<file path="config.mk">
export PLATFORM = sky130hd
export DESIGN_NAME = calc_seq_engine
export DESIGN_NICKNAME = d
export VERILOG_FILES = /design/src/rtl/calc_seq_engine.sv
export SDC_FILE = /design/constraint.sdc
export NUM_CORES = 1
export LEC_CHECK = 0
export BUFFER_PORTS_ARGS = -buffer_cell sky130_fd_sc_hd__buf_2
export CAP_MARGIN = 15
export CORE_UTILIZATION = 50
export DETAILED_ROUTE_END_ITERATION = 10
export GPL_TIMING_DRIVEN = 0
export PLACE_DENSITY = 0.67
export SLEW_MARGIN = 10
export SYNTH_ARGS = -nofsm -noshare
export SYNTH_HDL_FRONTEND = slang
export SYNTH_SLANG_ARGS = --single-unit
</file>
<file path="constraint.sdc">
create_clock -name clk -period 11.19 [get_ports clk]
set_input_delay 2.238 -clock clk [delete_from_list [all_inputs] [get_ports clk]]
set_output_delay 2.238 -clock clk [all_outputs]
set_load 0.005 [all_outputs]
</file>
<file path="src/rtl/calc_seq_engine.sv">
// rtl/calc_seq_engine.sv - sequential calculator: stage sequencing, operand capture, iterative ALU
module calc_seq_engine #(
  parameter int WIDTH = 16,
  parameter int CNT_W = $clog2(WIDTH + 1)
) (
  input  logic                 clk,
  input  logic                 rst,
  input  logic [WIDTH-1:0]     sw_value,
  input  logic [2:0]           sw_opcode,
  input  logic                 next_pulse,
  input  logic                 prev_pulse,
  input  logic                 chain_pulse,
  output logic [2:0]           stage,
  output logic                 store_num1,
  output logic                 store_num2,
  output logic                 store_op,
  output logic                 busy,
  output logic [2*WIDTH-1:0]   answer,
  output logic                 answer_valid,
  output logic                 is_negative,
  output logic                 div_by_zero
);

  typedef enum logic [2:0] {
    S_NUM1 = 3'd0,
    S_NUM2 = 3'd1,
    S_OP   = 3'd2,
    S_CALC = 3'd3,
    S_SHOW = 3'd4
  } state_t;

  localparam int AW = 2 * WIDTH;
  localparam logic [CNT_W-1:0] LAST = CNT_W'(WIDTH - 1);

  state_t           state, state_next;
  logic [WIDTH-1:0] num1, num2, rem;
  logic [2:0]       opcode;
  logic [CNT_W-1:0] cnt;

  logic             next_ok, prev_ok, iterative, zero_div, calc_done;
  logic [AW-1:0]    a_ext, b_ext, alu_result, mul_sum, quot_next;
  logic             mul_bit, div_bit, div_ge;
  logic [CNT_W-1:0] div_idx;
  logic [WIDTH:0]   trial;
  logic [WIDTH-1:0] rem_next;

  // Pulse qualification, single-cycle ALU and one step of the shift-add / restoring-divide units
  always_comb begin
    next_ok    = next_pulse & ~prev_pulse;
    prev_ok    = prev_pulse & ~next_pulse;
    iterative  = (opcode == 3'b010) || (opcode == 3'b011) || (opcode == 3'b100);
    zero_div   = ((opcode == 3'b011) || (opcode == 3'b100)) && (num2 == '0);
    calc_done  = !iterative || zero_div || (cnt == LAST);
    a_ext      = {{WIDTH{1'b0}}, num1};
    b_ext      = {{WIDTH{1'b0}}, num2};
    alu_result = '0;
    case (opcode)
      3'b000:  alu_result = a_ext + b_ext;
      3'b001:  alu_result = (num1 >= num2) ? (a_ext - b_ext) : (b_ext - a_ext);
      3'b101:  alu_result = a_ext & b_ext;
      3'b110:  alu_result = a_ext | b_ext;
      3'b111:  alu_result = a_ext ^ b_ext;
      default: alu_result = '0;
    endcase
    // Multiplier bit cnt (LSB first) selects whether num1 << cnt is accumulated
    mul_bit   = |(num2 & (WIDTH'(1) << cnt));
    mul_sum   = answer + (mul_bit ? (a_ext << cnt) : '0);
    // Dividend bit WIDTH-1-cnt (MSB first) is shifted into the partial remainder
    div_idx   = LAST - cnt;
    div_bit   = |(num1 & (WIDTH'(1) << div_idx));
    trial     = {rem, div_bit};
    div_ge    = trial >= {1'b0, num2};
    rem_next  = div_ge ? WIDTH'(trial - {1'b0, num2}) : trial[WIDTH-1:0];
    quot_next = {answer[AW-2:0], div_ge};
  end

  // Stage register
  always_ff @(posedge clk or posedge rst) begin
    if (rst) state <= S_NUM1;
    else     state <= state_next;
  end

  // Next-stage decode; pulses are not looked at during CALC, chain wins in SHOW
  always_comb begin
    state_next = state;
    case (state)
      S_NUM1: if (next_ok) state_next = S_NUM2;
      S_NUM2: begin
        if (next_ok)      state_next = S_OP;
        else if (prev_ok) state_next = S_NUM1;
      end
      S_OP: begin
        if (next_ok)      state_next = S_CALC;
        else if (prev_ok) state_next = S_NUM2;
      end
      S_CALC: if (calc_done) state_next = S_SHOW;
      S_SHOW: begin
        if (chain_pulse)  state_next = S_NUM2;
        else if (next_ok) state_next = S_NUM1;
        else if (prev_ok) state_next = S_OP;
      end
      default: state_next = S_NUM1;
    endcase
  end

  // Operand capture, iterative arithmetic and result/flag registers
  always_ff @(posedge clk or posedge rst) begin
    if (rst) begin
      num1        <= '0;
      num2        <= '0;
      opcode      <= '0;
      cnt         <= '0;
      rem         <= '0;
      answer      <= '0;
      is_negative <= 1'b0;
      div_by_zero <= 1'b0;
    end else begin
      case (state)
        S_NUM1: if (next_ok) num1 <= sw_value;
        S_NUM2: if (next_ok) num2 <= sw_value;
        S_OP: begin
          if (next_ok) begin
            opcode      <= sw_opcode;
            cnt         <= '0;
            rem         <= '0;
            answer      <= '0;
            is_negative <= 1'b0;
            div_by_zero <= 1'b0;
          end
        end
        S_CALC: begin
          cnt <= cnt + 1'b1;
          if (zero_div) begin
            answer      <= '0;
            div_by_zero <= 1'b1;
          end else begin
            case (opcode)
              3'b010: answer <= mul_sum;
              3'b011: begin
                answer <= quot_next;
                rem    <= rem_next;
              end
              3'b100: begin
                rem    <= rem_next;
                answer <= (cnt == LAST) ? {{WIDTH{1'b0}}, rem_next} : quot_next;
              end
              3'b001: begin
                answer      <= alu_result;
                is_negative <= (num1 < num2);
              end
              default: answer <= alu_result;
            endcase
          end
        end
        S_SHOW: begin
          if (chain_pulse) begin
            num1        <= answer[WIDTH-1:0];
            answer      <= '0;
            is_negative <= 1'b0;
            div_by_zero <= 1'b0;
          end else if (next_ok) begin
            answer      <= '0;
            is_negative <= 1'b0;
            div_by_zero <= 1'b0;
          end
        end
        default: ;
      endcase
    end
  end

  assign stage        = state;
  assign store_num1   = (state == S_NUM1);
  assign store_num2   = (state == S_NUM2);
  assign store_op     = (state == S_OP);
  assign busy         = (state == S_CALC);
  assign answer_valid = (state == S_SHOW);

endmodule

</file>
==> run summary, run 1 <==
Simple-gate portion of the synthesized area: 18.4%. The number of nets in the layout came out at 1703. Once detail routing completed, the nets flagged for antenna violations numbered 0. The number of clock buffers added by TritonCTS is 9. After synthesis, the largest family of logic cells by area is compound AO/OA/AOI/OAI gates.

After synthesis the netlist holds a flip-flop and latch count of 93. The critical path in this run is classified as flop to flop. In this run the number of H-tree levels came out at 3. The worst path in the final design needs a cycle of 6.49 ns, including I/O delays and setup. The area of the core was 0.0222 mm^2; the mux share of post-synthesis cell area was 6.77%.

Summed over all layers, the global routing overflow is 0. In this run the worst path has a maximum fanout of 10. Wires add up to 47500 um. The number of unique standard cell types used by synthesis came out at 89. The height of the chip came out at 153 um. Setup repair after global routing left no endpoint under its margin. Setup violations remaining at the end of the flow were counted as 0.

The root buffer cell chosen for the clock tree is sky130_fd_sc_hd__clkbuf_16. STA classifies the critical path startpoint as a flop. The synthesized netlist devotes 14.0% of its cell area to adder and majority cells.

Across the run, the number of max-cap violations was 0. For this design, the CTS-stage hold fixing added 0 buffers. The register area share after synthesis came out at 20.3%. The global-route wire length before repair is 70900 um. The synthesized netlist devotes 30.7% of its cell area to compound gates. The tools report the type of destination of the critical path as a flop. Number of antenna violations at the first check in global routing: 3. The mapped cell area is 0.0114 mm^2. Post-CTS timing repair inserted 0 buffers for setup.

The logs give 54 for the standard-cell row count and 51.6% for the initial core utilization. The number of DRC violations after detailed routing came out at 0. The clock insertion delay at the later pin of the skew report was 0.37 ns. In the final routed layout, each cell accounts on average for 25.8 um. Of the cells placed in the final design, the portion with a size suffix greater than 1 is 9.56%. Summing the areas of all xor and xnor instances in the mapped netlist gives 3.90% of the synthesized area.

Commonest non-fill, non-tap cell in the layout: sky130_fd_sc_hd__o21ai_0. The via count of the first global-routing pass came out at 11400. The flow ran to the end, and the final reports show no timing, DRC or antenna violations. The cell count after synthesis came out at 1477. The die span in x came out at 153 um. The first detailed-routing pass ran for 6 iterations. Path class of the lowest-slack min-delay path: flop to flop.

TritonCTS built the clock tree. The longest clock path from root to sink contains 2 buffers. The final count of hold timing violations is 0, and the share of synthesized registers carrying an async set or reset is 100%.

66 I/O pins were placed. The clock net in this run drives a total of 93 sinks. After clock tree synthesis, the clock-pin slew on the worst setup and hold paths is 0.08 ns. Per-instance average area after synthesis: 7.75 um^2. STA puts the critical path data required time at 11.45 ns. The number of nets in the synthesized netlist is 1626.

At the end of routability-driven placement, the weighted congestion stood at 1.03. The global-route total usage across every layer is 40.2%. Across all layers, the routed design uses 12500 vias.

The final cycle utilization of the critical path is 58.0%. 0 antenna diodes ended up in the layout. The transition time at the pin with the least slew margin works out to 1.19 ns. After detailed routing, the number of vias per cell comes to 6.79. In the layout the commonest cells are 134 x sky130_fd_sc_hd__o21ai_0, 132 x sky130_fd_sc_hd__nand2_1, 123 x sky130_fd_sc_hd__a21oi_1. Yosys printed 0 warnings. The area growth from synthesis to final layout works out to 8.92%. The count of instances resized after the clock tree is built is 0, and the number of DRC markers after the initial detailed-route iteration is 1734. Leading register cell type out of synthesis: sky130_fd_sc_hd__dfrtp_1. After routing, the total negative slack on setup checks comes to 0 ns. The run gives 37200 um as the total half-perimeter wirelength after legalization and detailed placement. Entering global routing, the biggest net connects 52 pins. The floorplan step defined a die boundary enclosing 0.0235 mm^2. Static timing analysis puts the maximum clock frequency at 154 MHz. The tools report the relative slew slack as 20.3%. The run gives 6.75 ns as the arrival time at the worst endpoint. The number of flops mapped to enable cells by yosys is 0, and the number of max-slew violations in the final report is 0. Buffers placed on the I/O ports in this run total 65. On the final layout, the worst clock skew is 0.0164 ns.
## synthesized netlist by cell type, types with 7 or more instances
library cell,n,share of area [%]
sky130_fd_sc_hd__o21ai_0,134,5.9
sky130_fd_sc_hd__nand2_1,132,4.3
sky130_fd_sc_hd__a21oi_1,123,5.4
sky130_fd_sc_hd__nor2_1,122,4.0
sky130_fd_sc_hd__ha_1,120,13
sky130_fd_sc_hd__dfrtp_1,93,20
sky130_fd_sc_hd__clkbuf_1,71,2.3
sky130_fd_sc_hd__inv_1,68,2.2
sky130_fd_sc_hd__mux2i_1,59,5.2
sky130_fd_sc_hd__nand3_1,42,1.8
sky130_fd_sc_hd__xnor2_1,37,2.8
sky130_fd_sc_hd__a221oi_1,34,2.6
sky130_fd_sc_hd__nor3_1,27,1.2
sky130_fd_sc_hd__a21o_1,26,1.7
sky130_fd_sc_hd__a211oi_1,23,1.5
sky130_fd_sc_hd__o31ai_1,20,1.3
sky130_fd_sc_hd__nand2b_1,19,1.0
sky130_fd_sc_hd__a31oi_1,18,0.98
sky130_fd_sc_hd__nand4_1,15,0.82
sky130_fd_sc_hd__a22oi_1,14,0.92
sky130_fd_sc_hd__nor2b_1,14,0.77
sky130_fd_sc_hd__xor2_1,14,1.1
sky130_fd_sc_hd__o211ai_1,12,0.79
sky130_fd_sc_hd__o21a_1,12,0.79
sky130_fd_sc_hd__o21bai_1,12,0.79
sky130_fd_sc_hd__and2_1,11,0.60
sky130_fd_sc_hd__and3_1,10,0.55
sky130_fd_sc_hd__buf_2,9,0.39
sky130_fd_sc_hd__mux2_2,9,0.89
sky130_fd_sc_hd__or2_2,9,0.49
sky130_fd_sc_hd__buf_1,8,0.26
sky130_fd_sc_hd__nor4_1,8,0.44
sky130_fd_sc_hd__a32o_1,7,0.61
sky130_fd_sc_hd__o21ai_1,7,0.31
sky130_fd_sc_hd__o21ai_2,7,0.54
## flip-flops by register name, summed over array words and instances, names as in the netlist, 3 cells and up
register  cells
cnt           5
stage         3
rem          16
num1         16
num2         16
answer       32
opcode        3
## per-stage QoR
stage | setup slack (ns) | cell area, um^2 | util, % | hold WS (ns) | cells
5_1_grt | 4.31 | 12500 | 56.2 | 0.529 | 1839
2_1_floorplan | 6.24 | 11400 | - | 0.485 | 1477
4_1_cts | 4.91 | 12500 | 56.2 | 0.515 | 1839
6_report | 4.70 | 12500 | 56.2 | 0.522 | 1839
3_3_place_gp | 4.98 | 12100 | 54.7 | 0.480 | 1822
3_5_place_dp | 4.96 | 12100 | 54.8 | 0.492 | 1823
## per-layer routing
layer,wire [um],up-vias,track usage (%)
li1,-,5616,-
met1,19700,6008,54.7
met2,20200,739,59.8
met3,5650,127,10.9
met4,1880,6,16.1
met5,38,-,0
## kinds of logic after synthesis
family / after synthesis
compound gates: 530
xor+xnor: 51
simple gates: 440
fa+ha+maj: 125
mux: 72
flops: 93
buf+inv: 166
## critical path, stage by stage, from the launching register on
cell	delay [ns]
sky130_fd_sc_hd__dfrtp_1	0.37
sky130_fd_sc_hd__clkbuf_1	0.35
sky130_fd_sc_hd__inv_1	0.11
sky130_fd_sc_hd__clkbuf_1	0.28
sky130_fd_sc_hd__buf_1	0.35
sky130_fd_sc_hd__ha_1	0.38
sky130_fd_sc_hd__a221o_1	0.38
sky130_fd_sc_hd__o21ai_0	0.61
sky130_fd_sc_hd__and2_1	0.22
sky130_fd_sc_hd__clkbuf_1	0.32
sky130_fd_sc_hd__buf_1	0.37
sky130_fd_sc_hd__nor2_1	0.12
sky130_fd_sc_hd__ha_1	0.37
sky130_fd_sc_hd__a21oi_1	0.19
sky130_fd_sc_hd__o21ai_0	0.13
sky130_fd_sc_hd__a21o_1	0.20
sky130_fd_sc_hd__a21o_1	0.19
sky130_fd_sc_hd__and3_1	0.19
sky130_fd_sc_hd__nor3b_1	0.51
sky130_fd_sc_hd__o21ai_0	0.29
sky130_fd_sc_hd__xnor2_1	0.18
sky130_fd_sc_hd__o31ai_1	0.24
## worst paths after layout
path	slack [ns]	from	endpoint	depth (start not counted)
setup / recovery	4.70	cnt[2]	answer[27]	21
hold / removal	0.52	div_by_zero	div_by_zero	1
setup reg to reg	4.70	cnt[2]	answer[27]	21
hold reg to reg	0.52	div_by_zero	div_by_zero	1
max in group asynchronous	8.59	rst	num2[9]	3
min in group asynchronous	1.92	rst	rem[14]	2
## cell type report
cell class                 count  area [um^2]
multi-input combinational   1218         8450
tap                          280          350
clock inverter                 7         87.6
buffer                        94          398
fill                        2190         9700
timing repair buffer          66          353
clock buffer                   9          225
inverter                      72          273
sequential                    93         2330
Power of run 1 is left out: the tool's default activity adds up to more than one toggle a clock period on the data nets, which glitch-free logic cannot reach.
==> inputs of run 2 (changes only) <==
Settings changed: ABC_AREA from default to 1.
Clock period 11.19 ns to 6.4 ns, I/O delays scaled along.
==> run 2 against run 1 <==
Effect of this change:
- utilization down 0.71 points
- maximum frequency increased by 17%
- wire length increased by 22%
- clock skew fell by 0.0098 ns
- via count grew 30%
- highest routed layer is now met4
- final area up 13%
- non-clock buffer count fell by 15
==> run summary, run 2 <==
The share of the Yosys chip area taken by registers is 17.8%. For this design, the CTS-stage hold fixing added 0 buffers. 0 antenna diodes ended up in the layout. The worst setup path is of the flop to flop kind. The count of TritonRoute iterations in the first routing pass was 9; the global-route total usage across every layer was 43.8%.

The H-tree level count was 3; the number of antenna violations at the first check in global routing was 1. Entering global routing, the biggest net connects 52 pins. Max-cap violations in this run came to 0. The number of DRC markers after the initial detailed-route iteration is 2372. The critical-path maximum fanout was 11. The root buffer cell chosen for the clock tree is sky130_fd_sc_hd__clkbuf_16. After legalization and detailed placement, the total HPWL measured 47800 um. The highest clock rate came out at 181 MHz. Clock-pin slew was measured on the worst setup and hold paths at 0.08 ns. Measured against its own limit, the worst slew margin works out to 30.8%. Once the floorplan was initialized, standard cells occupied 51.4% of the core. The type of destination of the critical path is a flop.

The register with the most flip-flops in the final layout is answer. After layout, the minimum clock period comes to 5.52 ns. Clock tree synthesis found a total of 93 sinks. Cell with the most instances on the worst path: sky130_fd_sc_hd__nand2_1.

The end of the worst hold path was div_by_zero. The number of cells on the worst reg-to-reg path came out at 26. Counting both buffers and inverters, the worst setup path holds a total of 6. The floorplan step set the die height to 164 um. Of all cell types, the one taking the most synthesized area is sky130_fd_sc_hd__dfrtp_1.

Of all flip-flops after synthesis, the portion carrying an async set or reset was 100%. The worst register-to-register path begins at cnt[1]. In the post-synthesis netlist, the biggest area contributors are sky130_fd_sc_hd__dfrtp_1 18%, sky130_fd_sc_hd__nand2_1 18%, sky130_fd_sc_hd__ha_1 12%, sky130_fd_sc_hd__inv_1 8.5%, sky130_fd_sc_hd__nand3_1 7.2%. The path class of the lowest-slack min-delay path is flop to flop.

The worst hold path begins at div_by_zero. The standard cell with the maximum stage delay on the critical path was sky130_fd_sc_hd__nor3_1. The first global-routing pass estimated 86900 um of wire.

The commonest non-fill, non-tap cell in the layout is sky130_fd_sc_hd__nand2_1. The overall routed net length is 58100 um, and the required arrival time at the worst endpoint is 6.69 ns. After detailed routing, the number of vias per cell comes to 6.16. The run finished with clean final reports. The largest incremental delay on the critical path was 0.56 ns; the area growth from synthesis to final layout was 8.06%. The post-route netlist has 7.25% of its cells at a drive strength greater than 1. After synthesis, the largest area contributor takes up 17.8% of total cell area. The congestion estimate from routability-driven global placement came to 1.05. The synthesized netlist occupies a cell area of 0.0131 mm^2.

Setup violation total in the final timing report: 0. TritonCTS built the clock tree. Of the available clock period, the critical path in the final layout requires 86.3%. The count of nets left with antenna violations once routing finished came out at 0. Count of instances resized after the clock tree is built: 0.

Buffers placed on the I/O ports in this run total 65. The kind of cell adding the most delay to the critical path was simple AND/OR/NAND/NOR gates. The clock passes through at most 2 buffers. The run gives 2222 as the post-synthesis cell count. The per-instance average area after synthesis was 5.87 um^2; the standard-cell row count was 58. The final count of hold timing violations is 0, and the transition time at the pin with the least slew margin is 1.03 ns.

The run gives 0.00659 ns as the maximum clock skew at final layout. The register with the most flip-flops in the layout has 32 of them. The total area inside the core boundary comes to 0.0254 mm^2.

Setup repair after global routing left no endpoint under its margin. STA puts the critical path data arrival time at 5.81 ns. In this run the critical register-to-register path is captured at answer[14]. The tools report the global route total overflow as 0.

Counting the buffers created by CTS gives 9. In this run, synthesis inferred 0 flip-flops with an integrated enable. After clock tree synthesis, the setup repair step added 0 buffers. In this run, synthesis produced a sequential element count of 93.

By count the netlist is led by 618 x sky130_fd_sc_hd__nand2_1, 294 x sky130_fd_sc_hd__inv_1, 209 x sky130_fd_sc_hd__nor2_1. The number of DRC violations after detailed routing came out at 0. The number of warnings printed during yosys synthesis was 0; the total die area was 0.0268 mm^2. The I/O pin total is 66. For the number of unique standard cell types used by synthesis, the log shows 51.

The worst setup path is launched from a flop. The top cell types in the final layout, fill and taps aside, are 618 x sky130_fd_sc_hd__nand2_1, 293 x sky130_fd_sc_hd__inv_1, 209 x sky130_fd_sc_hd__nor2_1. The number of max-slew violations in the final report was 0. The logs give 16200 for the via total after detailed routing and 0.88 ns for the register-to-register setup slack. The critical path crosses 26 cells after its start point. The cell count of the worst hold path came out at 2.

For the final routed database, the setup TNS stands at 0 ns. Average routed wire per standard cell: 22.1 um. The leading register cell type out of synthesis was sky130_fd_sc_hd__dfrtp_1.

The number of nets produced by synthesis came out at 2371. The via count of the first global-routing pass was 14800. Clock latency on the worst-skew pair, taken at its later pin, is 0.36 ns. The final layout contains 2448 nets. In this run the horizontal extent of the chip is 164 um. The leading cell type by number of instances after synthesis was sky130_fd_sc_hd__nand2_1.
## run 2: cell families (layout without fill, tap and decap cells)
family	count (synthesis)	after routing	synth area share, %
AOI/OAI and AO/OA	459	459	19.6
xor gates and xnor gates	27	27	1.81
adders and majority gates	125	125	12.3
buffers and inverters	392	474	11.9
DFF	93	93	17.8
muxes	5	5	0.383
and+or+nand+nor	1121	1121	36.2
## run 2: routing by layer
layer	wire length [um]	track usage, %
met1	24800	62.7
met3	8780	14.0
met2	22600	61.1
met5	0	0
met4	1840	13.8
## run 2: worst reg2reg max path, cell delays in order, from the launching register on
cell and delay (ns):
sky130_fd_sc_hd__dfrtp_1 0.48, sky130_fd_sc_hd__inv_2 0.15, sky130_fd_sc_hd__clkbuf_1 0.41, sky130_fd_sc_hd__ha_1 0.29
sky130_fd_sc_hd__inv_1 0.05, sky130_fd_sc_hd__nor2_1 0.29, sky130_fd_sc_hd__nand3_1 0.12, sky130_fd_sc_hd__nand2_1 0.10
sky130_fd_sc_hd__a31oi_1 0.04, sky130_fd_sc_hd__o311ai_1 0.19, sky130_fd_sc_hd__nor2_1 0.16, sky130_fd_sc_hd__buf_2 0.22
sky130_fd_sc_hd__nor3_1 0.56, sky130_fd_sc_hd__ha_1 0.30, sky130_fd_sc_hd__inv_1 0.07, sky130_fd_sc_hd__fa_1 0.40
sky130_fd_sc_hd__inv_1 0.13, sky130_fd_sc_hd__nand2_1 0.07, sky130_fd_sc_hd__nand3_1 0.16, sky130_fd_sc_hd__nand2_1 0.12
sky130_fd_sc_hd__nand3_1 0.10, sky130_fd_sc_hd__nand2_1 0.05, sky130_fd_sc_hd__nor2_1 0.17, sky130_fd_sc_hd__nor2_1 0.06
sky130_fd_sc_hd__a21oi_1 0.47, sky130_fd_sc_hd__nand2_1 0.14, sky130_fd_sc_hd__a21oi_1 0.15
## run 2: area by class of cell
type	count	area [um^2]
Clock inverter	7	58.8
Clock buffer	9	225
Timing Repair Buffer	66	353
Multi-Input combinational cell	1737	9170
Tap cell	330	413
Buffer	79	377
Fill cell	2696	11300
Inverter	313	1180
Sequential cell	93	2330
## run 2: stage by stage
step	hold WS, ns	setup slack [ns]	std cells	utilization, %	cell area (um^2)
floorplan	0.473	2.67	2222	-	13100
global placement	0.481	1.38	2617	54.3	13800
detailed placement	0.505	1.27	2618	54.4	13800
CTS	0.532	1.24	2634	55.5	14100
global route	0.559	0.664	2634	55.5	14100
finish	0.531	0.875	2634	55.5	14100
## run 2: how the worst max path moves through the flow
| stage | from | slack (ns) | endpoint |
|---|---|---|---|
| after CTS | cnt[1] | 1.24 | answer[14] |
| after floorplan | cnt[0] | 2.67 | answer[29] |
| after global placement | cnt[1] | 1.38 | answer[14] |
| after global routing | cnt[1] | 0.66 | answer[14] |
| after detailed placement | cnt[1] | 1.27 | answer[14] |
| final | cnt[1] | 0.88 | answer[14] |
Power of run 2 is left out for the same reason.
